### config.mk
export PLATFORM = sky130hd
export DESIGN_NAME = fetch_pc_ctrl_flat
export DESIGN_NICKNAME = d
export VERILOG_FILES = /design/src/rtl/fetch_pc_ctrl_if.sv /design/src/rtl/fetch_pc_ctrl.sv /design/src/flat_wrapper.sv
export SDC_FILE = /design/constraint.sdc
export NUM_CORES = 1
export LEC_CHECK = 0
export BUFFER_PORTS_ARGS = -buffer_cell sky130_fd_sc_hd__buf_4
export CORE_AREA = 2 2 116 118
export DETAILED_ROUTE_END_ITERATION = 12
export DIE_AREA = 0 0 118 120
export PLACE_DENSITY = 0.56
export SLEW_MARGIN = 5
export SYNTH_ARGS = -nofsm -noshare
export SYNTH_HDL_FRONTEND = slang
export SYNTH_SLANG_ARGS = --single-unit
### constraint.sdc
create_clock -name clk_i -period 4.15 [get_ports clk_i]
set_clock_uncertainty 0.1 [all_clocks]
set_input_delay 1.0375 -clock clk_i [delete_from_list [all_inputs] [get_ports clk_i]]
set_output_delay 1.0375 -clock clk_i [all_outputs]
set_load 0.01 [all_outputs]
### src/rtl/fetch_pc_ctrl_if.sv
// Fetch request bus between the PC controller and the I-side.
//   if_valid_o  fetch request valid        (controller -> I-side)
//   F_PC_o      fetch request address      (controller -> I-side)
//   kill_o      transferred fetch is dead  (controller -> I-side)
//   if_ready_i  I-side accepts request     (I-side -> controller)
interface fetch_pc_ctrl_if #(
    parameter int unsigned PC_WIDTH = 32
);
    logic                if_valid_o;
    logic [PC_WIDTH-1:0] F_PC_o;
    logic                kill_o;
    logic                if_ready_i;

    modport master (
        output if_valid_o,
        output F_PC_o,
        output kill_o,
        input  if_ready_i
    );

    modport slave (
        input  if_valid_o,
        input  F_PC_o,
        input  kill_o,
        output if_ready_i
    );
endinterface

### src/rtl/fetch_pc_ctrl.sv
// Fetch PC owner and fetch-request sequencer.
// Arbitrates execute redirect > mini-decode redirect > PC+4 into the next
// fetch PC, buffers one redirect while the fetch handshake is blocked and
// flags wrong-path transfers with kill_o.
// Ports:
//   clk_i, rst_n_i          clock, async active-low reset
//   stall_i                 backend stall, suppresses requests
//   ex_redirect_i/_pc_i     execute-stage redirect and target
//   mini_redirect_i/_pc_i   mini-decode redirect and target
//   if_bus (master)         fetch request bus (valid/F_PC/kill/ready)
// Optional build macro FETCH_PERF_CNT_EN adds saturating redirect counters
//   ex_redir_cnt_o and mini_redir_cnt_o.
module fetch_pc_ctrl #(
    parameter int unsigned         PC_WIDTH = 32,
    parameter logic [PC_WIDTH-1:0] RESET_PC = PC_WIDTH'(32'h8000_0000)
) (
    input  logic                clk_i,
    input  logic                rst_n_i,
    input  logic                stall_i,
    input  logic                ex_redirect_i,
    input  logic [PC_WIDTH-1:0] ex_redirect_pc_i,
    input  logic                mini_redirect_i,
    input  logic [PC_WIDTH-1:0] mini_redirect_pc_i,
    fetch_pc_ctrl_if.master     if_bus
`ifdef FETCH_PERF_CNT_EN
    ,
    output logic [31:0]         ex_redir_cnt_o,
    output logic [31:0]         mini_redir_cnt_o
`endif
);

    localparam logic [1:0] ST_BOOT = 2'd0;
    localparam logic [1:0] ST_RUN  = 2'd1;
    localparam logic [1:0] ST_PEND = 2'd2;

    localparam logic [PC_WIDTH-1:0] ALIGN_MASK = ~PC_WIDTH'(3);

    logic [1:0]          state_q, state_d;
    logic [PC_WIDTH-1:0] pc_q, pc_d;
    logic                pend_vld_q, pend_vld_d;
    logic                pend_src_q, pend_src_d;   // 1 = execute, 0 = mini-decode
    logic [PC_WIDTH-1:0] pend_pc_q, pend_pc_d;

    logic                if_valid_c;
    logic                xfer_c;
    logic [PC_WIDTH-1:0] ex_tgt_c;
    logic [PC_WIDTH-1:0] mini_tgt_c;

    // Handshake and word-aligned redirect targets
    always_comb begin
        ex_tgt_c   = ex_redirect_pc_i & ALIGN_MASK;
        mini_tgt_c = mini_redirect_pc_i & ALIGN_MASK;
        if_valid_c = (state_q != ST_BOOT) & ~stall_i;
        xfer_c     = if_valid_c & if_bus.if_ready_i;
    end

    assign if_bus.if_valid_o = if_valid_c;
    assign if_bus.F_PC_o     = pc_q;
    assign if_bus.kill_o     = xfer_c & (ex_redirect_i | mini_redirect_i | pend_vld_q);

    // Next-state, next-PC and redirect buffer
    always_comb begin
        state_d    = state_q;
        pc_d       = pc_q;
        pend_vld_d = pend_vld_q;
        pend_src_d = pend_src_q;
        pend_pc_d  = pend_pc_q;

        if (xfer_c) begin
            if (ex_redirect_i)                  pc_d = ex_tgt_c;
            else if (pend_vld_q && pend_src_q)  pc_d = pend_pc_q;
            else if (mini_redirect_i)           pc_d = mini_tgt_c;
            else if (pend_vld_q)                pc_d = pend_pc_q;
            else                                pc_d = pc_q + PC_WIDTH'(4);
        end

        case (state_q)
            ST_BOOT: begin
                state_d = ST_RUN;
            end
            ST_RUN: begin
                if (!xfer_c && (ex_redirect_i || mini_redirect_i)) begin
                    pend_vld_d = 1'b1;
                    pend_src_d = ex_redirect_i;
                    pend_pc_d  = ex_redirect_i ? ex_tgt_c : mini_tgt_c;
                    state_d    = ST_PEND;
                end
            end
            ST_PEND: begin
                if (xfer_c) begin
                    pend_vld_d = 1'b0;
                    pend_src_d = 1'b0;
                    pend_pc_d  = '0;
                    state_d    = ST_RUN;
                end else if (ex_redirect_i) begin
                    pend_src_d = 1'b1;
                    pend_pc_d  = ex_tgt_c;
                end else if (mini_redirect_i && !pend_src_q) begin
                    // A held execute redirect is never displaced by mini-decode
                    pend_pc_d  = mini_tgt_c;
                end
            end
            default: begin
                state_d = ST_BOOT;
            end
        endcase
    end

    always_ff @(posedge clk_i or negedge rst_n_i) begin
        if (!rst_n_i) begin
            state_q    <= ST_BOOT;
            pc_q       <= RESET_PC;
            pend_vld_q <= 1'b0;
            pend_src_q <= 1'b0;
            pend_pc_q  <= '0;
        end else begin
            state_q    <= state_d;
            pc_q       <= pc_d;
            pend_vld_q <= pend_vld_d;
            pend_src_q <= pend_src_d;
            pend_pc_q  <= pend_pc_d;
        end
    end

`ifdef FETCH_PERF_CNT_EN
    logic [31:0] ex_cnt_q, ex_cnt_d;
    logic [31:0] mini_cnt_q, mini_cnt_d;

    // Saturating counts of cycles each redirect input is asserted
    always_comb begin
        ex_cnt_d   = ex_cnt_q;
        mini_cnt_d = mini_cnt_q;
        if (ex_redirect_i && (ex_cnt_q != 32'hFFFF_FFFF))     ex_cnt_d   = ex_cnt_q + 32'd1;
        if (mini_redirect_i && (mini_cnt_q != 32'hFFFF_FFFF)) mini_cnt_d = mini_cnt_q + 32'd1;
    end

    always_ff @(posedge clk_i or negedge rst_n_i) begin
        if (!rst_n_i) begin
            ex_cnt_q   <= '0;
            mini_cnt_q <= '0;
        end else begin
            ex_cnt_q   <= ex_cnt_d;
            mini_cnt_q <= mini_cnt_d;
        end
    end

    assign ex_redir_cnt_o   = ex_cnt_q;
    assign mini_redir_cnt_o = mini_cnt_q;
`endif

endmodule

### src/flat_wrapper.sv
// flat-port wrapper written by rule: the top's interface ports become plain ports
module fetch_pc_ctrl_flat 
#(
    parameter int unsigned         PC_WIDTH = 32,
    parameter logic [PC_WIDTH-1:0] RESET_PC = PC_WIDTH'(32'h8000_0000)
)
  (clk_i, rst_n_i, stall_i, ex_redirect_i, ex_redirect_pc_i, mini_redirect_i, mini_redirect_pc_i, if_bus_if_valid_o, if_bus_F_PC_o, if_bus_kill_o, if_bus_if_ready_i);
  fetch_pc_ctrl_if #(.PC_WIDTH(PC_WIDTH)) if_bus_i ();
  input  logic clk_i;
  input  logic rst_n_i;
  input  logic stall_i;
  input  logic ex_redirect_i;
  input  logic [PC_WIDTH-1:0] ex_redirect_pc_i;
  input  logic mini_redirect_i;
  input  logic [PC_WIDTH-1:0] mini_redirect_pc_i;
  output wire logic [$bits(if_bus_i.if_valid_o)-1:0] if_bus_if_valid_o;
  output wire logic [$bits(if_bus_i.F_PC_o)-1:0] if_bus_F_PC_o;
  output wire logic [$bits(if_bus_i.kill_o)-1:0] if_bus_kill_o;
  input wire logic [$bits(if_bus_i.if_ready_i)-1:0] if_bus_if_ready_i;
  assign if_bus_if_valid_o = if_bus_i.if_valid_o;
  assign if_bus_F_PC_o = if_bus_i.F_PC_o;
  assign if_bus_kill_o = if_bus_i.kill_o;
  assign if_bus_i.if_ready_i = if_bus_if_ready_i;
  fetch_pc_ctrl #(.PC_WIDTH(PC_WIDTH), .RESET_PC(RESET_PC)) u_core (.clk_i(clk_i), .rst_n_i(rst_n_i), .stall_i(stall_i), .ex_redirect_i(ex_redirect_i), .ex_redirect_pc_i(ex_redirect_pc_i), .mini_redirect_i(mini_redirect_i), .mini_redirect_pc_i(mini_redirect_pc_i), .if_bus(if_bus_i));
endmodule
## After elaboration in Yosys (flattened, before gate mapping)

Index checks and enable logic that the tools add are counted.

- Add/sub/neg operators: 1
- Equal/unequal tests: 6
- Multiplexer cells: 20
- Bitwise operators: 6
- Reductions and logical operators: 13

Operators with widths:

| cell | number |
|---|---|
| 32-bit two-way mux | 9 |
| 32-bit one-hot mux with 2 select lines | 1 |
| 32-bit by 3-bit adder with 32-bit output, second input constant | 1 |
| 3-bit AND reduction | 3 |
| 2-bit one-hot mux with 3 select lines | 1 |
| 1-bit two-way mux | 5 |
| 2-bit two-way mux | 2 |
| 2-bit by 1-bit != test with 1-bit output, second input constant | 2 |
| 4-bit by 2-bit != test with 1-bit output, second input constant | 1 |
| 1-bit one-hot mux with 2 select lines | 2 |
| 2-bit nonzero test | 2 |
| 1-bit bitwise AND | 3 |
| 1-bit logical AND | 3 |
| 3-bit by 2-bit != test with 1-bit output, second input constant | 1 |
| 2-bit by 1-bit equality test with 1-bit output, second input constant | 1 |
| 2-bit equality test, second input constant | 1 |
| 1-bit zero test | 2 |
| 2-bit zero test | 1 |
| 1-bit bitwise OR | 2 |
| 2-bit AND reduction | 1 |
| 1-bit logical OR | 1 |
| 1-bit inverter | 1 |

- Register bits: 68
- Bits of input ports: 70
- Logic and storage cells: 51

## Longest topological paths before layout

Gate-level depths: netlist (run 1).

- Depth after elaboration: 7
- Depth in mapped cells: 8
- Depth with buffers taken out: 7

## Least setup slack after synthesis (run 1)

OpenSTA, ideal clock, no wires.

- Path kind: input to output
- From: input stall_i
- To: output if_bus_kill_o
- Arrival: 1.788 ns
- Required time: 3.013 ns
- Setup slack: 1.225 ns
- Stages on the path: 4
- Path buffers: 1
- Cell sequence: nor2_1 nand2_1 clkbuf_1 nor2_1

- Cells in the longest elaborated chain, start to end: 4

Ends and longest elaborated chain:

| item | RTL line | text |
|---|---|---|
| from (decl) | flat_wrapper.sv:11 | `input logic stall_i;` |
| 1-bit inverter | fetch_pc_ctrl.sv:53 | `if_valid_c = (state_q != ST_BOOT) & ~stall_i;` |
| 1-bit bitwise AND | fetch_pc_ctrl.sv:53 |  |
| 1-bit bitwise AND | fetch_pc_ctrl.sv:54 | `xfer_c = if_valid_c & if_bus.if_ready_i;` |
| 1-bit bitwise AND | fetch_pc_ctrl.sv:59 | `assign if_bus.kill_o = xfer_c & (ex_redirect_i \| mini_redirect_i \| pend_vld_q);` |
| to (decl) | flat_wrapper.sv:18 | `output wire logic [$bits(if_bus_i.kill_o)-1:0] if_bus_kill_o;` |

Every way passes these cells.

## Final worst setup path (run 1)

- From: input mini_redirect_i
- To: output if_bus_kill_o

- Cells in the longest elaborated chain, start to end: 3

Ends and longest elaborated chain:

| item | RTL line | text |
|---|---|---|
| from (decl) | flat_wrapper.sv:14 | `input logic mini_redirect_i;` |
| 1-bit bitwise OR (2 in series) | fetch_pc_ctrl.sv:59 |  |
| 1-bit bitwise AND | fetch_pc_ctrl.sv:59 |  |

Every way passes these cells.

==> flow_summary.ini, run 1 <==
[outcome]
status = finished, final reports clean

[pwr]
p_int_mw = 2.15
power.leakage_nw = 2.32
ir_worst_vdd_v = 0.000283
swShare = 0.436
p_switching_mw = 1.66
p_per_area_nw_per_um2 = 682
p_comb_frac = 0.462
p_seq_frac = 0.352
p_clk_frac = 0.186

[hold_path]
min_path_type = reg -> reg

[layout]
syn_to_final_growth_pct = 26.3
nFillCells = 1316
drive_gt1_frac = 0.230
multi_input_area_sq_um = 2630
fin_area_sq_um = 5580
final_core_util = 0.430
antennaDiodeCount = 0
nets = 667
layout_common_cells = 110 x buf_4, 63 x dfrtp_1, 51 x nand2_1
seqCellArea_sq_um = 1600
final_common_cell = buf_4

[detailed_routing]
via_per_inst = 6.04
firstDrtPassIters = 5
drc = 0
drt_iter0_drc = 358
ant_nets = 0
routedWlPerCell_um = 20.5
wl_mm = 15.8
num_vias = 4657

[yosys]
syn-cell-area_sq_um = 4420
ys_ff_latch = 64
yosysSeqAreaShare = 0.363
yosysUniqueCellTypes = 72
synth_top_area_cell = dfrtp_1
synthCells = 512
ys.flop_type = dfrtp_1
syn_avg_cell_area_sq_um = 8.63
synth_edf_count = 0
synth.top_cell.area_share = 0.357
async_flop_share = 1.00
yosys_warnings = 0
synthTopCellsByArea = dfrtp_1 36%, o2bb2ai_1 5.9%, nand2_1 4.3%

[floorplanning]
die_area_sq_um = 14200
rows = 42
ios = 104
die_h_um = 120
die_w_um = 118
start_util = 0.340
core_area_sq_um = 13000

[placement]
dp_hpwl_mm = 10.6
numPortBuffers = 97
pre_cts_slack_ps = 790
gp_congestion = 0.817
placed_area_sq_um = 5320

[clock_network]
clkSinkCount = 64
worstSkewPairLatency_ps = 340
clk_pin_slew_worst_paths_ps = 50
cts_max_path_buffers = 2
cts_root_buffer = clkbuf_16
cts_resized = 0
hold_buffers = 0
cts_buffers = 9
cts_setup_buffers = 0
cts_tree = done
htree_num_levels = 3

[setup_path]
required_ps = 3010
crit_chain = buf_4 -> or2_2 -> nor2_1 -> nor2_1 -> buf_4
cpLargestDelayFamily = simple AND/OR/NAND/NOR gates
critPathBufInv = 2
critical_path.max_stage_delay_ps = 480
worstPathArrival_ps = 2220
worst_setup_path_end_kind = output port
crit_path_max_fanout = 35
slowest_stage = or2_2
startpoint_type = input port
path_class = in -> out

[sta]
fin_tns_setup_ps = 0
rsz0062_at_grt = false
hold_violations = 0
tightest_slew_ps = 886
drv_slew = 0
relSlewSlack = 0.410
finalWorstSetupSlack_ps = 797
min_period_ps = 3350
whs_ps = 392
report.final.setup_viol = 0
clock.fmax_mhz = 298
post-route-period-util = 0.808

[global_route]
grt_pass1_vias = 4624
track_usage = 0.229
antenna_found_initial = 0
grt_first_pass_wirelength_mm = 25.4
grt_overflow = 0
grt_max_degree = 65

[job]
maxCapViolations = 0
[synth_stat cells, types with 4 or more instances]
library cell,instances
a21boi_0,16
a21oi_1,32
a221oi_1,5
a31oi_1,13
a32oi_1,4
and2_1,4
and3_1,9
and4_1,5
buf_2,4
clkbuf_1,35
dfrtp_1,63
ha_1,4
inv_1,10
mux2i_1,17
nand2_1,51
nand2b_1,5
nand3_1,14
nand4_1,8
nor2_1,35
nor3_1,10
nor3b_1,4
o211ai_1,8
o21ai_0,29
o221ai_1,6
o22ai_1,5
o2bb2ai_1,30
o311ai_0,4
o31ai_1,7
or3_1,5
xnor2_1,6
xor2_1,4
[worst register-to-register path, delay by kind of cell, from the launching register on]
| family | cells | cell delay [ps] |
|---|---|---|
| DFF | 1 | 380 |
| AOI/OAI and AO/OA | 2 | 300 |
| and+or+nand+nor | 3 | 1040 |
| buffers and inverters | 2 | 470 |
| adders and majority gates | 1 | 270 |
[sequential cells by signal (all words and copies together), names as in the netlist]
register	count
u_core.if_bus.F_PC_o	30
u_core.pend_pc_q	30
u_core.pend_src_q	1
u_core.pend_vld_q	1
u_core.state_q	2
[worst paths after layout]
check                                    start              endpoint  slack, ps  cells after the start
min                        u_core.pend_pc_q[5]   u_core.pend_pc_q[5]        390                      1
max in group asynchronous              rst_n_i     u_core.pend_vld_q       2660                      1
min reg2reg                u_core.pend_pc_q[5]   u_core.pend_pc_q[5]        390                      1
max                            mini_redirect_i         if_bus_kill_o        800                      5
max reg2reg                  u_core.state_q[0]  u_core.pend_pc_q[14]       1480                      8
min in group asynchronous              rst_n_i   u_core.pend_pc_q[4]        710                      1
[metrics by stage]
stage               instances  power [mW]
floorplan                 513        2.31
global placement          758        3.05
detailed placement        758        3.09
CTS                       771        3.81
global route              771        4.05
finish                    771        3.80
[power by group through the flow]
stage               combinational (mW)  sequential [mW]  clock [mW]
finish                            1.76             1.34       0.707
global route                      1.92             1.38       0.746
CTS                               1.76             1.33       0.719
detailed placement                1.76             1.33           0
global placement                  1.72             1.33           0
floorplan                         1.04             1.27           0
[kinds of logic (layout without fill, tap and decap cells)]
group / Yosys count / in the layout / synth area share
simple gates: 164 / 164 / 0.190
other cells: 1 / 2 / 0.000849
buf+inv: 51 / 133 / 0.0462
fa+ha+maj: 4 / 4 / 0.0113
compound gates: 199 / 199 / 0.326
mux: 19 / 19 / 0.0436
xor+xnor: 10 / 10 / 0.0198
flops: 64 / 64 / 0.363
[layer usage]
layer,global-route usage,up-vias,share of wire
met2,0.363,191,0.47
met3,0.0428,23,0.060
met4,0.0873,0,0.023
met5,0,-,0
li1,-,2126,-
met1,0.310,2317,0.45
[layout make-up]
cell class | count | share of cell area
clock buffer | 12 | 0.0460
inverter | 10 | 0.00672
sequential | 64 | 0.287
multi-input combinational | 398 | 0.472
clock inverter | 1 | 0.000897
tap | 176 | 0.0395
timing repair buffer | 110 | 0.148
Power figures use the tool's default switching activity.
==> run 2: changes to the inputs <==
PLACE_DENSITY = 0.58   (was 0.56)
clock period = 2.9 ns   (was 4.15 ns; I/O delays follow)
==> run 2 against run 1 <==
Hold slack got worse by 3.2 ps. Power is 46% higher. Sequential power increased by 44%. Die area did not move. Flip-flop and latch count unchanged. First-iteration DRC count down 1.7%. Design area is 2.3% higher. Combinational power up 47%. Register-to-register slack worse by 1000 ps.
==> flow_summary.ini, run 2 (synthesis gave the netlist of run 1 again) <==
[outcome]
status = finished, final reports clean

[clock_network]
cts_tree = done
cts_resized = 0
cts_root_buffer = clkbuf_16
clkSinkCount = 64
htree_num_levels = 3
clk_pin_slew_worst_paths_ps = 50
hold_buffers = 0
cts_setup_buffers = 0
cts_max_path_buffers = 2
cts_buffers = 9
worstSkewPairLatency_ps = 330

[placement]
dp_hpwl_mm = 11.1
numPortBuffers = 97
gp_congestion = 0.839

[setup_path]
crit_path_max_fanout = 7
required_ps = 2080
startpoint_type = register
worstPathArrival_ps = 1740
worst_setup_path_end_kind = output port
path_class = reg -> out

[detailed_routing]
ant_nets = 0
wl_mm = 16.2
num_vias = 4700
routedWlPerCell_um = 20.6
drt_iter0_drc = 352
drc = 0
firstDrtPassIters = 5
via_per_inst = 5.98

[sta]
min_period_ps = 2560
hold_violations = 0
report.final.setup_viol = 0
whs_ps = 389
drv_slew = 0
rsz0062_at_grt = false
post-route-period-util = 0.884
relSlewSlack = 0.399
clock.fmax_mhz = 390
tightest_slew_ps = 902
fin_tns_setup_ps = 0

[floorplanning]
start_util = 0.340
ios = 104
die_h_um = 120
die_area_sq_um = 14200
core_area_sq_um = 13000
die_w_um = 118
rows = 42

[global_route]
track_usage = 0.230
grt_pass1_vias = 4757
antenna_found_initial = 0
grt_max_degree = 65
grt_first_pass_wirelength_mm = 25.8
grt_overflow = 0

[layout]
antennaDiodeCount = 0
nets = 679
layout_common_cells = 120 x buf_4, 63 x dfrtp_1, 51 x nand2_1
drive_gt1_frac = 0.244
final_common_cell = buf_4
syn_to_final_growth_pct = 29.2
nFillCells = 1320

[job]
maxCapViolations = 0

[pwr]
power_mw = 5.55
p_per_area_nw_per_um2 = 972
ir_worst_vdd_v = 0.000483
power.leakage_nw = 2.38

[hold_path]
min_path_type = in -> async
-- run 2: cell count changes in the layout (fill, tap and decap cells not counted) --
cell / delta
buf_12: +2
buf_4: +10
clkbuf_1: +3
-- run 2: layout make-up --
cell class / count / area (sq um) / area share
clock buffers: 15 / 268 / 0.0469
clock inverters: 1 / 5.00 / 0.000877
multi-input cells: 398 / 2630 / 0.461
well taps: 176 / 220 / 0.0386
inverters: 10 / 37.5 / 0.00658
flip-flops and latches: 64 / 1600 / 0.281
repair buffers: 122 / 941 / 0.165
-- run 2: through the flow --
step           cells  worst slack, ps  instance area (sq um)  utilization
3_3_place_gp     770              415                   5440        0.419
4_1_cts          786              316                   5710        0.440
3_5_place_dp     770              405                   5440        0.419
6_report         786              337                   5710        0.440
2_1_floorplan    513              600                   4420            -
5_1_grt          786              231                   5710        0.440
-- run 2: worst paths after layout --
kind                                               from                       end  slack (ps)  depth (start not counted)
worst min-delay path                            rst_n_i      u_core.pend_pc_q[17]         390                          1
worst max register to register  u_core.if_bus.F_PC_o[5]  u_core.if_bus.F_PC_o[29]         480                          5
min in group clk_i                  u_core.pend_pc_q[5]       u_core.pend_pc_q[5]         390                          1
worst min register to register      u_core.pend_pc_q[5]       u_core.pend_pc_q[5]         390                          1
max in group asynchronous                       rst_n_i  u_core.if_bus.F_PC_o[26]        1690                          1
worst max-delay path                  u_core.state_q[0]             if_bus_kill_o         340                          6
-- run 2: per-layer routing --
metal / vias up / track usage / wire length [um]
li1: 2159 / - / -
met1: 2318 / 0.300 / 7120
met2: 192 / 0.375 / 7560
met3: 31 / 0.0466 / 1150
met4: 0 / 0.0904 / 383
met5: - / 0 / 0
-- run 2: worst max-delay path, stage by stage (launching register included) --
cell,delay (ps)
dfrtp_1,370
inv_1,70
ha_1,270
nor2_1,160
nand2_1,230
nor2_1,160
buf_4,130
-- run 2: report_power, final --
| part | total, mW | switching, mW | internal [mW] |
|---|---|---|---|
| Clock | 1.03 | 0.403 | 0.626 |
| Sequential | 1.93 | 0.589 | 1.34 |
| Combinational | 2.59 | 1.42 | 1.17 |
| Total | 5.55 | 2.41 | 3.14 |
